==> config.mk <==
export PLATFORM = sky130hd
export DESIGN_NAME = irq_priority_arbiter
export DESIGN_NICKNAME = d
export VERILOG_FILES = /design/src/rtl/irq_arb_pkg.sv /design/src/rtl/irq_arb_pick.sv /design/src/rtl/irq_priority_arbiter.sv
export SDC_FILE = /design/constraint.sdc
export NUM_CORES = 1
export LEC_CHECK = 0
export CORE_MARGIN = 2
export CORE_UTILIZATION = 46
export DETAILED_ROUTE_END_ITERATION = 10
export GPL_ROUTABILITY_DRIVEN = 0
export MAX_ROUTING_LAYER = met4
export PLACE_DENSITY_LB_ADDON = 0.1
export SLEW_MARGIN = 30
export SYNTH_ARGS = -nofsm -noshare
export SYNTH_HDL_FRONTEND = slang
export SYNTH_HIERARCHICAL = 1
export SYNTH_SLANG_ARGS = --single-unit
==> constraint.sdc <==
create_clock -name clk -period 2.4 [get_ports clk]
set_input_delay 0.72 -clock clk [delete_from_list [all_inputs] [get_ports clk]]
set_output_delay 0.72 -clock clk [all_outputs]
set_load 0.01 [all_outputs]
==> src/rtl/irq_arb_pkg.sv <==
// irq_arb_pkg: shared types, defaults and the lowest-set-bit helper for
// irq_priority_arbiter (round-robin option: IRQ_ARB_ROUND_ROBIN_EN).
package irq_arb_pkg;

    localparam int DEF_NUM_CH  = 9;
    localparam int DEF_NUM_LVL = 3;
    localparam int MAX_CH      = 32;
    localparam int MAX_ID_W    = 5;

    typedef enum logic {
        STATE_IDLE = 1'b0,
        STATE_HOLD = 1'b1
    } state_t;

    typedef struct packed {
        logic                found;
        logic [MAX_ID_W-1:0] idx;
    } pick_t;

    function automatic pick_t first_set(input logic [MAX_CH-1:0] vec);
        pick_t r;
        r = '0;
        for (int i = MAX_CH - 1; i >= 0; i--) begin
            if (vec[i]) begin
                r.found = 1'b1;
                r.idx   = MAX_ID_W'(i);
            end
        end
        return r;
    endfunction

endpackage

==> src/rtl/irq_arb_pick.sv <==
// irq_arb_pick: combinational picker for one priority level; searches from
// the pointer upward first, then wraps to the lowest set channel.
module irq_arb_pick
    import irq_arb_pkg::*;
#(
    parameter int NUM_CH = DEF_NUM_CH,
    parameter int ID_W   = $clog2(NUM_CH)
) (
    input  logic [NUM_CH-1:0] cand,
    input  logic [ID_W-1:0]   ptr,
    output logic              found,
    output logic [ID_W-1:0]   idx
);

    logic [MAX_CH-1:0] wide;
    logic [MAX_CH-1:0] upper;
    pick_t             hi;
    pick_t             lo;
    pick_t             sel;

    always_comb begin
        wide  = '0;
        upper = '0;
        wide[NUM_CH-1:0] = cand;
        for (int c = 0; c < NUM_CH; c++) begin
            upper[c] = cand[c] && (c >= int'(ptr));
        end
        hi    = first_set(upper);
        lo    = first_set(wide);
        sel   = hi.found ? hi : lo;
        found = sel.found;
        idx   = sel.idx[ID_W-1:0];
    end

endmodule

==> src/rtl/irq_priority_arbiter.sv <==
// irq_priority_arbiter: edge-captured pending bits, multi-level priority
// resolution, registered valid/ready grant. Option: IRQ_ARB_ROUND_ROBIN_EN.
module irq_priority_arbiter
    import irq_arb_pkg::*;
#(
    parameter int NUM_CH  = DEF_NUM_CH,
    parameter int NUM_LVL = DEF_NUM_LVL,
    parameter int ID_W    = $clog2(NUM_CH),
    parameter int LVL_W   = (NUM_LVL > 1) ? $clog2(NUM_LVL) : 1
) (
    input  logic                      clk,
    input  logic                      rst,
    input  logic [NUM_CH-1:0]         req_i,
    input  logic [NUM_LVL*NUM_CH-1:0] lvl_en_i,
    output logic                      grant_valid_o,
    input  logic                      grant_ready_i,
    output logic [ID_W-1:0]           grant_id_o,
    output logic [LVL_W-1:0]          grant_lvl_o,
    output logic [NUM_LVL-1:0]        lvl_any_o,
    output logic [NUM_CH-1:0]         pend_o
);

    state_t              state;
    state_t              state_nxt;
    logic [NUM_CH-1:0]   req_q;
    logic [NUM_CH-1:0]   pend;
    logic [NUM_CH-1:0]   set;
    logic [NUM_CH-1:0]   clr;
    logic [NUM_CH-1:0]   pend_next;
    logic [NUM_CH-1:0]   src;
    logic                hs;
    logic [NUM_LVL-1:0]  lvl_hit;
    logic [NUM_LVL-1:0]  lvl_any_nxt;
    logic [ID_W-1:0]     lvl_idx [NUM_LVL];
    logic [ID_W-1:0]     ptr_eff [NUM_LVL];
    logic                any_cand;
    logic                load;
    logic [ID_W-1:0]     win_id;
    logic [LVL_W-1:0]    win_lvl;

    assign grant_valid_o = (state == STATE_HOLD);
    assign pend_o        = pend;
    assign hs            = grant_valid_o & grant_ready_i;
    assign set           = req_i & ~req_q;

    always_comb begin
        clr = '0;
        for (int c = 0; c < NUM_CH; c++) begin
            clr[c] = hs && (grant_id_o == ID_W'(c));
        end
    end

    assign pend_next = (pend & ~clr) | set;

    // A handshake reloads from pend_next so grants issue back to back.
    assign src = hs ? pend_next : pend;

`ifdef IRQ_ARB_ROUND_ROBIN_EN
    logic [ID_W-1:0] ptr [NUM_LVL];
    logic [ID_W-1:0] ptr_adv;

    assign ptr_adv = (grant_id_o == ID_W'(NUM_CH - 1)) ?
                     '0 : grant_id_o + 1'b1;

    always_ff @(posedge clk or posedge rst) begin
        if (rst) begin
            for (int l = 0; l < NUM_LVL; l++) begin
                ptr[l] <= '0;
            end
        end else begin
            for (int l = 0; l < NUM_LVL; l++) begin
                if (hs && (grant_lvl_o == LVL_W'(l))) begin
                    ptr[l] <= ptr_adv;
                end
            end
        end
    end

    always_comb begin
        for (int l = 0; l < NUM_LVL; l++) begin
            ptr_eff[l] = ptr[l];
            if (hs && (grant_lvl_o == LVL_W'(l))) begin
                ptr_eff[l] = ptr_adv;
            end
        end
    end
`else
    always_comb begin
        for (int l = 0; l < NUM_LVL; l++) begin
            ptr_eff[l] = '0;
        end
    end
`endif

    for (genvar l = 0; l < NUM_LVL; l++) begin : g_lvl
        irq_arb_pick #(
            .NUM_CH (NUM_CH),
            .ID_W   (ID_W)
        ) u_pick (
            .cand  (src & lvl_en_i[l*NUM_CH +: NUM_CH]),
            .ptr   (ptr_eff[l]),
            .found (lvl_hit[l]),
            .idx   (lvl_idx[l])
        );
        assign lvl_any_nxt[l] = |(pend & lvl_en_i[l*NUM_CH +: NUM_CH]);
    end

    always_comb begin
        any_cand = 1'b0;
        win_id   = '0;
        win_lvl  = '0;
        for (int l = NUM_LVL - 1; l >= 0; l--) begin
            if (lvl_hit[l]) begin
                any_cand = 1'b1;
                win_id   = lvl_idx[l];
                win_lvl  = LVL_W'(l);
            end
        end
    end

    always_ff @(posedge clk or posedge rst) begin
        if (rst) begin
            state <= STATE_IDLE;
        end else begin
            state <= state_nxt;
        end
    end

    always_comb begin
        state_nxt = state;
        unique case (state)
            STATE_IDLE: if (any_cand) state_nxt = STATE_HOLD;
            STATE_HOLD: if (grant_ready_i && !any_cand) state_nxt = STATE_IDLE;
            default:    state_nxt = STATE_IDLE;
        endcase
    end

    always_comb begin
        load = 1'b0;
        unique case (state)
            STATE_IDLE: load = any_cand;
            STATE_HOLD: load = grant_ready_i && any_cand;
            default:    load = 1'b0;
        endcase
    end

    always_ff @(posedge clk or posedge rst) begin
        if (rst) begin
            grant_id_o  <= '0;
            grant_lvl_o <= '0;
            lvl_any_o   <= '0;
            pend        <= '0;
            req_q       <= '0;
        end else begin
            if (load) begin
                grant_id_o  <= win_id;
                grant_lvl_o <= win_lvl;
            end
            lvl_any_o <= lvl_any_nxt;
            pend      <= pend_next;
            req_q     <= req_i;
        end
    end

endmodule

==> flow_summary_export.csv <==
group,metric,value,unit
global_route,grt_pass1_vias,3786,
yosys,synthCells,322,
placed_design,io_buffers,57,
floorplanning,rows,27,
worst_setup_path,crit_chain,"clkdlybuf4s50_1 -> nor2b_1 -> a21boi_0 -> o21ai_2 -> nand2_1 -> o31ai_4 -> a32o_2 -> nor2b_1 -> a21oi_1 -> mux2_4",
worst_setup_path,cp_slowest_cell,"clkdlybuf4s50_1",
floorplanning,die_x,78.2,µm
power_and_ir_drop,power.density,605,mW/mm²
route,first_iter_violations,439,
cts,clk_pin_slew,0.11,ns
sta,setup_viol,7,
global_route,grt_pass1_wl,18.7,mm
final_layout,nNetsFinal,579,
route,drt-total-wl,12.7,mm
power_and_ir_drop,leakage,2.11,nW
final_layout,areaGrowthSynthToFinish,84.5,%
worst_setup_path,critical-path-max-stage-delay,0.54,ns
worst_setup_path,worstSetupPathType,"in2reg",
global_route,grt_overflow,0,
power_and_ir_drop,ir_drop,0.638,mV
yosys,synth_flop_cell,"dfrtp_1",
placed_design,pre_cts_ws,-1.18,ns
yosys,syn_area_per_cell,7.86,µm²
yosys,ys_seq_area_frac,0.277,
cts,cts-buffers-inserted,3,
sta,worst_pin_slew,0.514,ns
sta,fmax,0.339,GHz
route,num_vias,3830,
power_and_ir_drop,p_seq_frac,0.222,
power_and_ir_drop,p_switching,1.16,mW
sta,maxSlewViolCount,0,
sta,skew,0.0127,ns
yosys,synth_edf_count,0,
sta,hold_viol,0,
route,post-route-drc-count,0,
cts,clock_latency,0.29,ns
worst_setup_path,crit_family,"compound AO/OA/AOI/OAI gates",
floorplanning,start_util,0.469,
final_layout,layout_common_cells,"buf_4 (101), conb_1 (51), clkdlybuf4s50_1 (49), dfrtp_1 (28), nand2_1 (26)",
route,wl_per_cell,20.8,µm
yosys,synth_seq_cells,28,
worst_hold_path,hold_class,"reg2reg",
power_and_ir_drop,power_frac_clock,0.139,
final_layout,antennaDiodeCount,0,
cts,cts_root_buf,"clkbuf_8",
floorplanning,coreArea,0.00541,mm²
route,postRouteAntennaNets,0,
yosys,syn-cell-area,0.00253,mm²
final_layout,final_common_cell,"buf_4",
worst_setup_path,endpoint_kind,"flop",
run,drv_cap,0,
cts,htreeDepth,1,
run_status,violations,"setup timing",
worst_setup_path,worstReg2RegStart,"grant_id_o[1]$_DFFE_PP0P_",
floorplanning,die_area,0.00611,mm²
sta,post-route-period-util,1.23,
final_layout,fin_cells,611,
power_and_ir_drop,power.internal,1.67,mW
floorplanning,die_h,78.2,µm
power_and_ir_drop,switching_share,0.410,
route,post_drt_via_cell_ratio,6.27,
worst_setup_path,worstSetupStartpointType,"primary input",
global_route,grt_max_degree,29,
placed_design,dpl.cell_count,580,
power_and_ir_drop,combPwrFrac,0.639,
cts,cts_tree,"yes",
route,first_pass_iters,5,
worst_hold_path,min_from,"req_q[8]$_DFF_PP0_",
global_route,grt_usage,0.405,
cts,clock_path_buffers,2,
worst_setup_path,worst_ep_arrival_time,3.13,ns
sta,rsz0062_at_grt,"true",
sta,finalWorstSetupSlack,-0.546,ns
worst_setup_path,cp_num_buf_inv,1,
yosys,ys_types,48,
worst_setup_path,crit_path_start,"lvl_en_i[2]",
final_layout,layout-drive-gt1-share,0.378,
run_status,status,"complete, but fails checks",
sta,period_needed,2.95,ns
yosys,ys.warnings.count,6,
cts,clock_sinks,28,
worst_setup_path,crit_required,2.59,ns
cts,cts_hold_buf,0,
floorplanning,ioPinCount,58,
worst_setup_path,cpMostUsedCell,"nor2b_1",
global_route,antenna_found_initial,0,
worst_setup_path,worstPathMaxFanout,3,
yosys,async_reset_ff_frac,1.00,
placed_design,dp_hpwl,7.61,mm
sta,maxSlewHeadroom,0.657,
==> sequential cells by signal, indices dropped and copies added, names as in the netlist <==
name and cells:
grant_id_o 4, grant_lvl_o 2, lvl_any_o 3, req_q 9, pend_o 9, grant_valid_o 1
==> cells by family (layout without fill, tap and decap cells) <==
kind of cell,Yosys count,after routing,synth area share
other cells,1,51,0.00148
flops,28,28,0.277
mux,1,1,0.00593
buf+inv,29,196,0.0504
simple gates,124,124,0.276
compound gates,139,139,0.389
==> metal layers <==
layer	GRT usage	vias up	part of all wire
li1	-	1602	-
met5	-	-	0
met3	0.0736	127	0.10
met2	0.670	316	0.45
met4	0.233	0	0.090
met1	0.463	1785	0.36
==> cell type report <==
type                    count  area [µm²]
clock inverters             1        30.0
well taps                  72        90.1
multi-input cells         315        2240
fillers                   295         733
inverters                  19        71.3
clock buffers               3        41.3
repair buffers            173        1500
flip-flops and latches     28         701
==> worst paths after layout <==
| path | to | slack, ns | cells after the start |
|---|---|---|---|
| setup / recovery | grant_id_o[1]$_DFFE_PP0P_ | -0.55 | 10 |
| hold / removal | pend_o[8]$_DFF_PP0_ | 0.44 | 1 |
| setup reg to reg | grant_id_o[1]$_DFFE_PP0P_ | -0.44 | 12 |
| hold reg to reg | pend_o[8]$_DFF_PP0_ | 0.44 | 1 |
| max in group asynchronous | grant_id_o[3]$_DFFE_PP0P_ | 1.31 | 3 |
| min in group asynchronous | req_q[7]$_DFF_PP0_ | 0.81 | 3 |
==> power by group through the flow <==
| stage | sequential (mW) | combinational [mW] | clock [mW] |
|---|---|---|---|
| final | 0.627 | 1.80 | 0.393 |
| after CTS | 0.605 | 1.62 | 0.389 |
| after global placement | 0.604 | 1.38 | 0 |
| after detailed placement | 0.606 | 1.39 | 0 |
| after floorplan | 0.643 | 0.608 | 0 |
| after global routing | 0.626 | 1.87 | 0.414 |
==> Yosys cell counts (4+ instances only) <==
library cell  number  area [µm²]
a22o_1             6        52.6
o21ai_1            9        45.0
o31ai_1            8        60.1
dfrtp_1           28         701
o21a_1             4        30.0
nand2_1           26        97.6
nor2b_1           23         144
a21boi_1           4        30.0
nand4_1            5        31.3
inv_1             19        71.3
a22oi_1            6        45.0
a21oi_1           17        85.1
buf_2              9        45.0
o21ai_0           31         155
a21boi_0          17         128
and4b_1            4        40.0
nor2_1            27         101
nand3b_1           6        45.0
a221oi_1           5        43.8
nor3_1             6        30.0
nand2b_1           6        37.5
==> stage by stage <==
step | util | hold WS [ns] | TNS (ns) | cell area [µm²] | power [mW]
6_report | 0.864 | 0.443 | -2.21 | 4670 | 2.82
5_1_grt | 0.864 | 0.461 | -2.57 | 4670 | 2.91
3_5_place_dp | 0.750 | 0.432 | -7.25 | 4050 | 2.00
2_1_floorplan | - | 0.406 | -0.686 | 2790 | 1.25
4_1_cts | 0.850 | 0.447 | -0.895 | 4590 | 2.62
3_3_place_gp | 0.750 | 0.418 | -6.85 | 4050 | 1.98
==> worst register-to-register path: stages (launching register included) <==
cell and delay (ns):
dfrtp_1 0.48, buf_6 0.17, nand4b_1 0.14, a211oi_2 0.12, nor2b_1 0.41, a21boi_0 0.35, o21ai_2 0.13, nand2_1 0.14
o31ai_4 0.07, a32o_2 0.26, nor2b_1 0.12, a21oi_1 0.06, mux2_4 0.28
==> timing repair <==
action                                  4_1_cts  5_1_grt
setup buffers                                25        2
endpoints found under the setup margin        7        7
resized for setup                            90       16
pin swaps                                    46       12
cloned                                        1        0
No activity file was read; power rests on OpenSTA's default activity.
